<file path="config.mk">
export PLATFORM = sky130hd
export DESIGN_NAME = tm1638_key_reader
export DESIGN_NICKNAME = d
export VERILOG_FILES = /design/src/rtl/tm1638_key_reader.sv
export SDC_FILE = /design/constraint.sdc
export NUM_CORES = 1
export LEC_CHECK = 0
export ABC_AREA = 1
export ABC_CLOCK_PERIOD_IN_PS = 2200
export CAP_MARGIN = 20
export CORE_AREA = 2 2 65 67
export DETAILED_ROUTE_END_ITERATION = 12
export DIE_AREA = 0 0 67 69
export HOLD_SLACK_MARGIN = 0.08
export PLACE_DENSITY = 0.77
export SLEW_MARGIN = 25
export SYNTH_ARGS = -nofsm -noshare
export SYNTH_HDL_FRONTEND = slang
export SYNTH_SLANG_ARGS = --single-unit
</file>
<file path="constraint.sdc">
create_clock -name clk_50M -period 2.2 [get_ports clk_50M]
set_input_delay 0.44 -clock clk_50M [delete_from_list [all_inputs] [get_ports clk_50M]]
set_output_delay 0.44 -clock clk_50M [all_outputs]
set_load 0.01 [all_outputs]
</file>
<file path="src/rtl/tm1638_key_reader.sv">
// -----------------------------------------------------------------------------
// tm1638_key_reader
//
// Purpose:
//   Reads the key matrix of a TM1638 LED/key board. Each accepted start pulse
//   lowers STB and sends the READ-KEYS command (0x42, LSB first). It then
//   releases DIO, waits with tm_clk held high, and clocks in 4 scan bytes.
//   From those bytes it extracts an 8-bit key vector (S1..S8).
//   The tm_clk / tm_stb / DIO lines are shared with the display writer at top
//   level. An external arbiter only issues start while the writer is idle.
//
// Parameters:
//   CLK_DIV      clk_50M cycles per tm_clk half-period (>= 2)
//   WAIT_CYCLES  cycles tm_clk stays high with DIO released after the command
//
// Ports:
//   clk_50M    in   system clock
//   reset      in   synchronous, active-high reset
//   start      in   begin one scan (sampled only while idle)
//   busy       out  high from the cycle after an accepted start to end of GAP
//   done       out  one-cycle pulse; keys valid from this cycle
//   keys       out  pressed keys, bit k = S(k+1); held until the next done
//   key_press  out  keys newly pressed at this done (optional feature)
//   tm_clk     out  TM1638 CLK
//   tm_stb     out  TM1638 STB, active low
//   dio_out    out  DIO drive value
//   dio_oe     out  DIO output enable (tristate built at top level)
//   dio_in     in   DIO pad value
//
// Configuration macro:
//   KEY_EDGE_EN  when defined, key_press pulses (new & ~previous) on done.
//                When undefined, key_press is tied to zero.
//
// All pin-facing outputs are registered. Their next value is decoded from
// the next FSM state and counters, so the pins change exactly on state or
// slot boundaries and never glitch.
// -----------------------------------------------------------------------------
module tm1638_key_reader #(
    parameter int CLK_DIV     = 50,
    parameter int WAIT_CYCLES = 100
) (
    input  logic       clk_50M,
    input  logic       reset,
    input  logic       start,
    output logic       busy,
    output logic       done,
    output logic [7:0] keys,
    output logic [7:0] key_press,
    output logic       tm_clk,
    output logic       tm_stb,
    output logic       dio_out,
    output logic       dio_oe,
    input  logic       dio_in
);

    localparam int SLOT_CYCLES = 2 * CLK_DIV;
    localparam int CNT_MAX     = (SLOT_CYCLES > WAIT_CYCLES) ? SLOT_CYCLES : WAIT_CYCLES;
    localparam int CNT_W       = $clog2(CNT_MAX);
    localparam int BIT_W       = $clog2(32);

    localparam logic [CNT_W-1:0] SLOT_LAST = CNT_W'(SLOT_CYCLES - 1);
    localparam logic [CNT_W-1:0] HALF      = CNT_W'(CLK_DIV);
    localparam logic [CNT_W-1:0] HALF_LAST = CNT_W'(CLK_DIV - 1);
    localparam logic [CNT_W-1:0] WAIT_LAST = CNT_W'(WAIT_CYCLES - 1);
    localparam logic [BIT_W-1:0] CMD_LAST  = BIT_W'(7);
    localparam logic [BIT_W-1:0] READ_LAST = BIT_W'(31);

    localparam logic [7:0] CMD_READ_KEYS = 8'h42;

    typedef enum logic [2:0] {
        S_IDLE,
        S_CMD,
        S_WAIT,
        S_READ,
        S_DONE,
        S_GAP
    } state_t;

    state_t           state_q, state_d;
    logic [CNT_W-1:0] cnt_q, cnt_d;     // cycle within slot / WAIT / GAP
    logic [BIT_W-1:0] bit_q, bit_d;     // slot index within CMD or READ
    logic [7:0]       acc_q, acc_d;     // key bits collected during READ

    logic       tm_clk_q, tm_clk_d;
    logic       tm_stb_q, tm_stb_d;
    logic       dio_out_q, dio_out_d;
    logic       dio_oe_q, dio_oe_d;
    logic       busy_q, busy_d;
    logic       done_q, done_d;
    logic [7:0] keys_q, keys_d;

    // The sample point is the last cycle of the low phase in a READ slot.
    logic       sample_en;
    logic [3:0] samp_lo;    // slot carries bit0 of byte gi  -> S(gi+1)
    logic [3:0] samp_hi;    // slot carries bit4 of byte gi  -> S(gi+5)

    assign sample_en = (state_q == S_READ) && (cnt_q == HALF_LAST);

    // Only bit0 and bit4 of each scan byte map to keys. The other 24 bits
    // are clocked past without being stored.
    generate
        for (genvar gi = 0; gi < 4; gi++) begin : g_slot_sel
            assign samp_lo[gi] = sample_en && (bit_q == BIT_W'(gi * 8));
            assign samp_hi[gi] = sample_en && (bit_q == BIT_W'(gi * 8 + 4));
        end
    endgenerate

    always_comb begin
        acc_d = acc_q;
        for (int i = 0; i < 4; i++) begin
            if (samp_lo[i]) acc_d[i]     = dio_in;
            if (samp_hi[i]) acc_d[i + 4] = dio_in;
        end
    end

    // Next-state and counter logic
    always_comb begin
        state_d = state_q;
        cnt_d   = cnt_q;
        bit_d   = bit_q;
        unique case (state_q)
            S_IDLE: begin
                if (start) begin
                    state_d = S_CMD;
                    cnt_d   = '0;
                    bit_d   = '0;
                end
            end
            S_CMD: begin
                if (cnt_q == SLOT_LAST) begin
                    cnt_d = '0;
                    if (bit_q == CMD_LAST) begin
                        state_d = S_WAIT;
                        bit_d   = '0;
                    end else begin
                        bit_d = bit_q + BIT_W'(1);
                    end
                end else begin
                    cnt_d = cnt_q + CNT_W'(1);
                end
            end
            S_WAIT: begin
                if (cnt_q == WAIT_LAST) begin
                    state_d = S_READ;
                    cnt_d   = '0;
                    bit_d   = '0;
                end else begin
                    cnt_d = cnt_q + CNT_W'(1);
                end
            end
            S_READ: begin
                if (cnt_q == SLOT_LAST) begin
                    cnt_d = '0;
                    if (bit_q == READ_LAST) begin
                        state_d = S_DONE;
                        bit_d   = '0;
                    end else begin
                        bit_d = bit_q + BIT_W'(1);
                    end
                end else begin
                    cnt_d = cnt_q + CNT_W'(1);
                end
            end
            S_DONE: begin
                state_d = S_GAP;
                cnt_d   = '0;
            end
            S_GAP: begin
                if (cnt_q == HALF_LAST) begin
                    state_d = S_IDLE;
                    cnt_d   = '0;
                end else begin
                    cnt_d = cnt_q + CNT_W'(1);
                end
            end
            default: begin
                state_d = S_IDLE;
                cnt_d   = '0;
                bit_d   = '0;
            end
        endcase
    end

    // Pin and status decode from the *next* state, registered below.
    always_comb begin
        tm_stb_d  = 1'b1;
        tm_clk_d  = 1'b1;
        dio_out_d = 1'b1;
        dio_oe_d  = 1'b0;
        busy_d    = 1'b0;
        unique case (state_d)
            S_CMD: begin
                tm_stb_d  = 1'b0;
                tm_clk_d  = (cnt_d >= HALF);
                dio_out_d = CMD_READ_KEYS[bit_d[2:0]];
                dio_oe_d  = 1'b1;
                busy_d    = 1'b1;
            end
            S_WAIT: begin
                tm_stb_d = 1'b0;
                busy_d   = 1'b1;
            end
            S_READ: begin
                tm_stb_d = 1'b0;
                tm_clk_d = (cnt_d >= HALF);
                busy_d   = 1'b1;
            end
            S_DONE, S_GAP: begin
                busy_d = 1'b1;
            end
            default: begin
                busy_d = 1'b0;
            end
        endcase
    end

    // acc_q is complete well before the slot-end edge that enters DONE,
    // because the last sample happens half a slot earlier.
    assign done_d = (state_d == S_DONE);

    always_comb begin
        keys_d = keys_q;
        if (done_d) keys_d = acc_q;
    end

    always_ff @(posedge clk_50M) begin
        if (reset) begin
            state_q   <= S_IDLE;
            cnt_q     <= '0;
            bit_q     <= '0;
            acc_q     <= '0;
            tm_clk_q  <= 1'b1;
            tm_stb_q  <= 1'b1;
            dio_out_q <= 1'b1;
            dio_oe_q  <= 1'b0;
            busy_q    <= 1'b0;
            done_q    <= 1'b0;
            keys_q    <= '0;
        end else begin
            state_q   <= state_d;
            cnt_q     <= cnt_d;
            bit_q     <= bit_d;
            acc_q     <= acc_d;
            tm_clk_q  <= tm_clk_d;
            tm_stb_q  <= tm_stb_d;
            dio_out_q <= dio_out_d;
            dio_oe_q  <= dio_oe_d;
            busy_q    <= busy_d;
            done_q    <= done_d;
            keys_q    <= keys_d;
        end
    end

`ifdef KEY_EDGE_EN
    // keys_q still holds the previous scan result on the edge that loads the
    // new one, so it serves as the previous-keys register. It resets to 0.
    logic [7:0] key_press_q, key_press_d;

    always_comb begin
        key_press_d = 8'h00;
        if (done_d) key_press_d = acc_q & ~keys_q;
    end

    always_ff @(posedge clk_50M) begin
        if (reset) begin
            key_press_q <= 8'h00;
        end else begin
            key_press_q <= key_press_d;
        end
    end

    assign key_press = key_press_q;
`else
    assign key_press = 8'h00;
`endif

    assign tm_clk  = tm_clk_q;
    assign tm_stb  = tm_stb_q;
    assign dio_out = dio_out_q;
    assign dio_oe  = dio_oe_q;
    assign busy    = busy_q;
    assign done    = done_q;
    assign keys    = keys_q;

endmodule

</file>
==> results.md, run 1 <==
* Status: finished, final reports clean
* Hold_buf cts at 0
* Grt total ovfl at 0
* Vias in the first global route at 1,640
* CTS tree: done
* Clock latency on the worst-skew pair at 280 ps
* CP Data Arrival Time at slightly below 2000 ps
* Slew Limit Headroom at 0.647
* Max Fanout on Critical Path at 8
* Max-Cap Viols at 0
* Fillers at around 400
* Mapped cell area at 0.00209 mm^2
* Clock Tree Root: clkbuf_8
* Core area at between 0.003 and 0.004 mm^2
* Worst Reg-to-Reg Cells at 10
* DRT antenna net count at 0
* FP Rows at 23
* I/O pins at 26
* TritonCTS buffer count at 5
* Worst path required time at 2380 ps
* Die area at 0.00462 mm^2
* Post-synthesis mux area share at 0
* Worst Min Path Start: keys[2]
* Setup violators final at 0
* Pwr per Cell Area at 533 mW/mm^2
* Max Slew Vio Count at 0
* Synth Area in Compound Gates at 0.118
* R2R Path Start: cnt_q[0]
* Setup crit start kind: register
* Largest family of logic cells by synthesized area: simple AND/OR/NAND/NOR gates
* Final Hold Vio Count at 0
* Ant. Diodes at 0
* Synth Area in XOR/XNOR at 0.0126
* Total power at 1.25 mW
* Crit share post-route at 0.811
* CTS H-tree depth at 2
* Routed vias/inst at 4.88
* Drt first pass iters at 4
* DRC errors left at 0
* Dpl hpwl at 3.00 mm
* Placed insts at between 300 and 400
* Pleak at 1.11 nW
* Worst hold slack at 446 ps
* PnR worst setup slack at 416 ps
* P&R area growth vs syn at 12.3%
* Antenna violations before repair at 0
* Post-synth cell types at 35
* Die height at 69 um
* Vias at approximately 1,800
* Post-synthesis adder-cell area fraction at 0.0299
* #FFs+latches synth at 37
* Crit path kind: reg -> reg
* Routed len/inst at 10.7 um
* Post-Route Setup TNS at 0 ps
* Initial Utilization at 0.535
* Sequential fraction of the synthesis area at 0.354
* DR iter-0 viols at 97
* Clock slew at reported path FFs at 70 ps
* Die width at between 60 and 70 um
* RSZ-0062 raised after global routing: no
* Dpl ws at roughly 380 ps
* Port Buf Inserts at 17
* Simple-gate share of the synthesized area at 0.350
* Max frequency at ~560 MHz
* Routability cong. at just over 0.8
* # nets final at 330
* Routed wire length at 3.98 mm
* Area of the multi-input gates at 0.00110 mm^2
* Max VDD drop at 0.412 mV
* Hold crit path type: reg -> reg
* Most common cell after layout, fill and taps aside: nand2_1
* Post-CTS Resized at 0
* # clock sinks at 37
* Worst hold stages at 2
* Commonest cells after routing, fill and taps aside: nand2_1, inv_1, dfxtp_1, nor2_1, nand3_1
* Syn_area_per_cell at 6.91 um^2
* Layout cells sized above 1 at 0.106
* Layout Skew at around 6 ps
* Actual slew at the worst max-slew pin at 529 ps
* CTS max path bufs at 2
* Post-route insts no fill at 372
* Postcts setup bufs at 0
* Crit. End Element: register
* Largest net degree at the start of global routing at 23
* Yosys Warn Count at 0
* Post-Syn Instances at around 300
* Crit. Startpoint: cnt_q[0]
* First-pass GRT wire length at 6.88 mm
* Register area at 741 um^2
* Min Tclk post-route at 1780 ps
* GRT Util Overall at 0.188
[report_power, final]
part | internal [mW] | switching, mW | total, mW
logic | 0.0441 | 0.0707 | 0.115
registers | 0.683 | 0.0109 | 0.694
clock network | 0.219 | 0.225 | 0.444
[registers in the layout, indices dropped and copies added (netlist names)]
register  count
acc_q         8
bit_q         5
busy          1
cnt_q         7
dio_oe        1
dio_out       1
done          1
keys          8
state_q       3
tm_clk        1
tm_stb        1
[logic make-up after synthesis]
logic type / Yosys count
DFF: 37
other: 1
buffers and inverters: 63
AOI/OAI and AO/OA: 44
adders and majority gates: 5
and+or+nand+nor: 150
xor gates and xnor gates: 3
[synth_stat cells, drive strengths merged]
cell	number	area (um^2)
xor2	3	26.3
clkinv	1	3.75
o211ai	1	7.51
inv	47	176
conb	1	3.75
or2	2	12.5
nand2	71	309
buf	13	92.6
nand4	1	6.26
clkbuf	2	7.51
a21boi	1	7.51
a21oi	19	110
nor3	10	61.3
a31oi	1	6.26
a211oi	1	7.51
nand3	26	145
nor2	40	198
o21ai	21	109
ha	5	62.6
dfxtp	37	741
[layer usage]
layer  vias to the layer above  global-route usage  routed length [um]
met3                         5              0.0489                 138
li1                        970                   -                   -
met5                         -                   0                   0
met4                         0              0.0476                  48
met1                       812               0.225                1790
met2                        27               0.328                2000
[worst max-delay path, stage by stage (launching register included)]
cell	delay, ps
dfxtp_1	430
ha_1	280
nand2_1	80
clkinv_1	70
nand3_2	180
nand2_2	150
nand2_2	100
a21oi_1	210
nand2_1	80
nand2_1	70
nand2_1	50
[layout make-up]
cell class / instances / share of cell area
Clock buffer: 6 / 0.0309
Sequential cell: 37 / 0.315
Multi-Input combinational cell: 210 / 0.468
Timing Repair Buffer: 19 / 0.0788
Tap cell: 50 / 0.0266
Clock inverter: 2 / 0.00426
Inverter: 48 / 0.0767
[final timing paths]
check	slack (ps)	endpoint
max	420	tm_clk
min	450	keys[2]
max reg2reg	420	tm_clk
min reg2reg	450	keys[2]
[per-stage QoR]
stage | utilization | instance area [um^2]
final | 0.600 | 2350
after global routing | 0.600 | 2350
after CTS | 0.600 | 2350
after detailed placement | 0.579 | 2270
after global placement | 0.579 | 2270
after floorplan | - | 2120
No activity file was read; power rests on OpenSTA's default activity.
==> inputs of run 2 (changes only) <==
--- a/config.mk
+++ b/config.mk
@@ -6,7 +6,7 @@
 export NUM_CORES = 1
 export LEC_CHECK = 0
 export ABC_AREA = 1
-export ABC_CLOCK_PERIOD_IN_PS = 2200
+export ABC_CLOCK_PERIOD_IN_PS = 1900
 export CAP_MARGIN = 20
 export CORE_AREA = 2 2 65 67
 export DETAILED_ROUTE_END_ITERATION = 12
==> constraint.sdc (replaced) <==
create_clock -name clk_50M -period 1.9 [get_ports clk_50M]
set_input_delay 0.38 -clock clk_50M [delete_from_list [all_inputs] [get_ports clk_50M]]
set_output_delay 0.38 -clock clk_50M [all_outputs]
set_load 0.01 [all_outputs]
==> run 2 against run 1 <==
  * Flip-flop and latch count is the same
  * Critical endpoint is now busy
  * Critical path type unchanged
  * Critical path depth shrank 2
  * Setup slack lost 250 ps
  * Maximum frequency grew 2.9%
  * First-iteration DRC count grew 24%
  * Worst hold slack lost 4.1 ps
==> results.md, run 2 (synthesis gave the netlist of run 1 again) <==
* TritonCTS buffer count at 5 (unchanged)
* Max-Cap Viols at 0 (unchanged)
* First-pass GRT wire length at 7.10 mm (was 6.88 mm)
* Bufs and invs on worst path at 0 (was 1)
* Combinational share of power at 0.091 (was 0.092)
* Clk pwr share at 0.383 (was 0.355)
* Antenna violations before repair at 0 (unchanged)
* # nets final at 334 (was 330)
* Layout Skew at 12.1 ps (was 6.13 ps)
* Fin area at 0.00239 mm^2 (was 0.00235 mm^2)
* Setup violators final at 0 (unchanged)
* Min Tclk post-route at 1730 ps (was 1780 ps)
* Worst Min Path Start: keys[7] (was keys[2])
* Status: finished, final reports clean (unchanged)
* Max Fanout on Critical Path at 6 (was 8)
* Max Slew Vio Count at 0 (unchanged)
* Clock slew at reported path FFs at 80 ps (was 70 ps)
* Vias at 1,831 (was 1,814)
* Die width at 67 um (unchanged)
* Die height at 69 um (unchanged)
* Placed insts at 368 (was 364)
* Clock Tree Root: clkbuf_8 (unchanged)
* Crit-path cells: ha_1 -> nand3_2 -> nor2_8 -> nand2_2 -> a21oi_4 -> nand2_2 -> o21ai_2 -> nand2_1 (was ha_1 -> nand2_1 -> clkinv_1 -> nand3_2 -> nand2_2 -> nand2_2 -> a21oi_1 -> nand2_1 -> nand2_1 -> nand2_1)
* # clock sinks at 37 (unchanged)
* DRC errors left at 0 (unchanged)
* Drt first pass iters at 4 (unchanged)
* DR iter-0 viols at 120 (was 97)
* Vias in the first global route at 1,670 (was 1,640)
* Final Hold Vio Count at 0 (unchanged)
* Placed Area at 0.00230 mm^2 (was 0.00227 mm^2)
* PnR worst setup slack at 166 ps (was 416 ps)
* Crit share post-route at 0.913 (was 0.811)
* Max frequency at 577 MHz (was 560 MHz)
* Critical Path Max Stage Delay at 400 ps (was 430 ps)
* Family with the most delay on the worst path: simple AND/OR/NAND/NOR gates (unchanged)
* Most common cell after layout, fill and taps aside: nand2_1 (unchanged)
* I/O pins at 26 (unchanged)
* Grt total ovfl at 0 (unchanged)
* Max VDD drop at 0.354 mV (was 0.412 mV)
* Most used cell, CP: nand2_2 (was nand2_1)
* Post-route insts no fill at 376 (was 372)
* Hold crit path type: reg -> reg (unchanged)
* P_int at 1.14 mW (was 0.946 mW)
* Crit. Startpoint: cnt_q[1] (was cnt_q[0])
* Dpl ws at 128 ps (was 380 ps)
* Routed len/inst at 10.7 um (about the same)
* Clock latency on the worst-skew pair at 300 ps (was 280 ps)
* Crit. End Element: register (unchanged)
* Seq pwr share at 0.526 (was 0.554)
* Largest net degree at the start of global routing at 24 (was 23)
* Psw at 0.385 mW (was 0.307 mW)
* Routed wire length at 4.02 mm (was 3.98 mm)
* GRT Util Overall at 0.194 (was 0.188)
* CTS tree: done (unchanged)
* Port Buf Inserts at 17 (unchanged)
* Pwr per Cell Area at 636 mW/mm^2 (was 533 mW/mm^2)
* Critical path's slowest cell: dfxtp_1 (unchanged)
* Commonest cells after routing, fill and taps aside: nand2_1, inv_1, dfxtp_1, nor2_1, nand3_1 (unchanged)
* Pleak at 1.13 nW (was 1.11 nW)
* P&R area growth vs syn at 14.3% (was 12.3%)
* Layout cells sized above 1 at 0.120 (was 0.106)
* Ant. Diodes at 0 (unchanged)
* Die area at 0.00462 mm^2 (unchanged)
* CTS H-tree depth at 2 (unchanged)
* CP Data Arrival Time at 1920 ps (was 1960 ps)
* Crit path kind: reg -> reg (unchanged)
* CTS max path bufs at 2 (unchanged)
* Worst hold slack at 442 ps (was 446 ps)
* Net Sw Frac at 0.253 (was 0.245)
* Routability cong. at 0.899 (was 0.816)
* RSZ-0062 raised after global routing: no (unchanged)
* Core area at 0.00391 mm^2 (unchanged)
* Post-Route Setup TNS at 0 ps (unchanged)
* Routed vias/inst at 4.87 (was 4.88)
* Hold_buf cts at 0 (unchanged)
* Dpl hpwl at 3.01 mm (was 3.00 mm)
* Initial Utilization at 0.535 (unchanged)
* FP Rows at 23 (unchanged)
* Setup crit start kind: register (unchanged)
* R2R Path Start: cnt_q[1] (was cnt_q[0])
* Worst path required time at 2090 ps (was 2380 ps)
* DRT antenna net count at 0 (unchanged)
## run 2: worst paths after layout
kind / slack (ps) / to / cells after the start
worst min-delay path: 440 / keys[7] / 2
worst max-delay path: 170 / busy / 8
worst max register to register: 170 / busy / 8
worst min register to register: 440 / keys[7] / 2
## run 2: worst register-to-register path, delay by kind of cell, from the launching register on
family                   cells  cell delay, ps
AO/OA/AOI/OAI                2             370
AND/OR/NAND/NOR              5             590
adder cells (fa/ha/maj)      1             270
flip-flops                   1             400
## run 2: area by class of cell
type / instances / area (um^2)
clock buffers: 6 / 82.6
clock inverters: 2 / 13.8
fillers: 361 / 1520
inverters: 48 / 180
multi-input cells: 210 / 1100
flip-flops and latches: 37 / 741
well taps: 50 / 62.6
repair buffers: 23 / 215
## run 2: what timing repair did
| action | in CTS | in global routing |
|---|---|---|
| resized for setup | 0 | 1 |
| setup endpoints to repair | 0 | 1 |
| buffers inserted | 0 | 0 |
## run 2: stage by stage
stage | util | total power, mW
floorplan | - | 0.920
global placement | 0.587 | 0.955
detailed placement | 0.587 | 0.956
CTS | 0.612 | 1.54
global route | 0.612 | 1.59
finish | 0.612 | 1.52
## run 2: power by group through the flow
stage,sequential [mW],clock [mW],combinational [mW]
global placement,0.818,0,0.137
CTS,0.800,0.598,0.138
finish,0.801,0.583,0.139
global route,0.802,0.635,0.156
floorplan,0.823,0,0.0966
detailed placement,0.819,0,0.138
## run 2: routing by layer
layer  up-vias  wire length (um)  part of all wire  GRT usage
met4         0                31            0.0077     0.0816
li1        984                 -                 -          -
met3         3               160             0.040     0.0359
met5         -                 0                 0          0
met1       810              1870              0.47      0.245
met2        34              1950              0.49      0.319
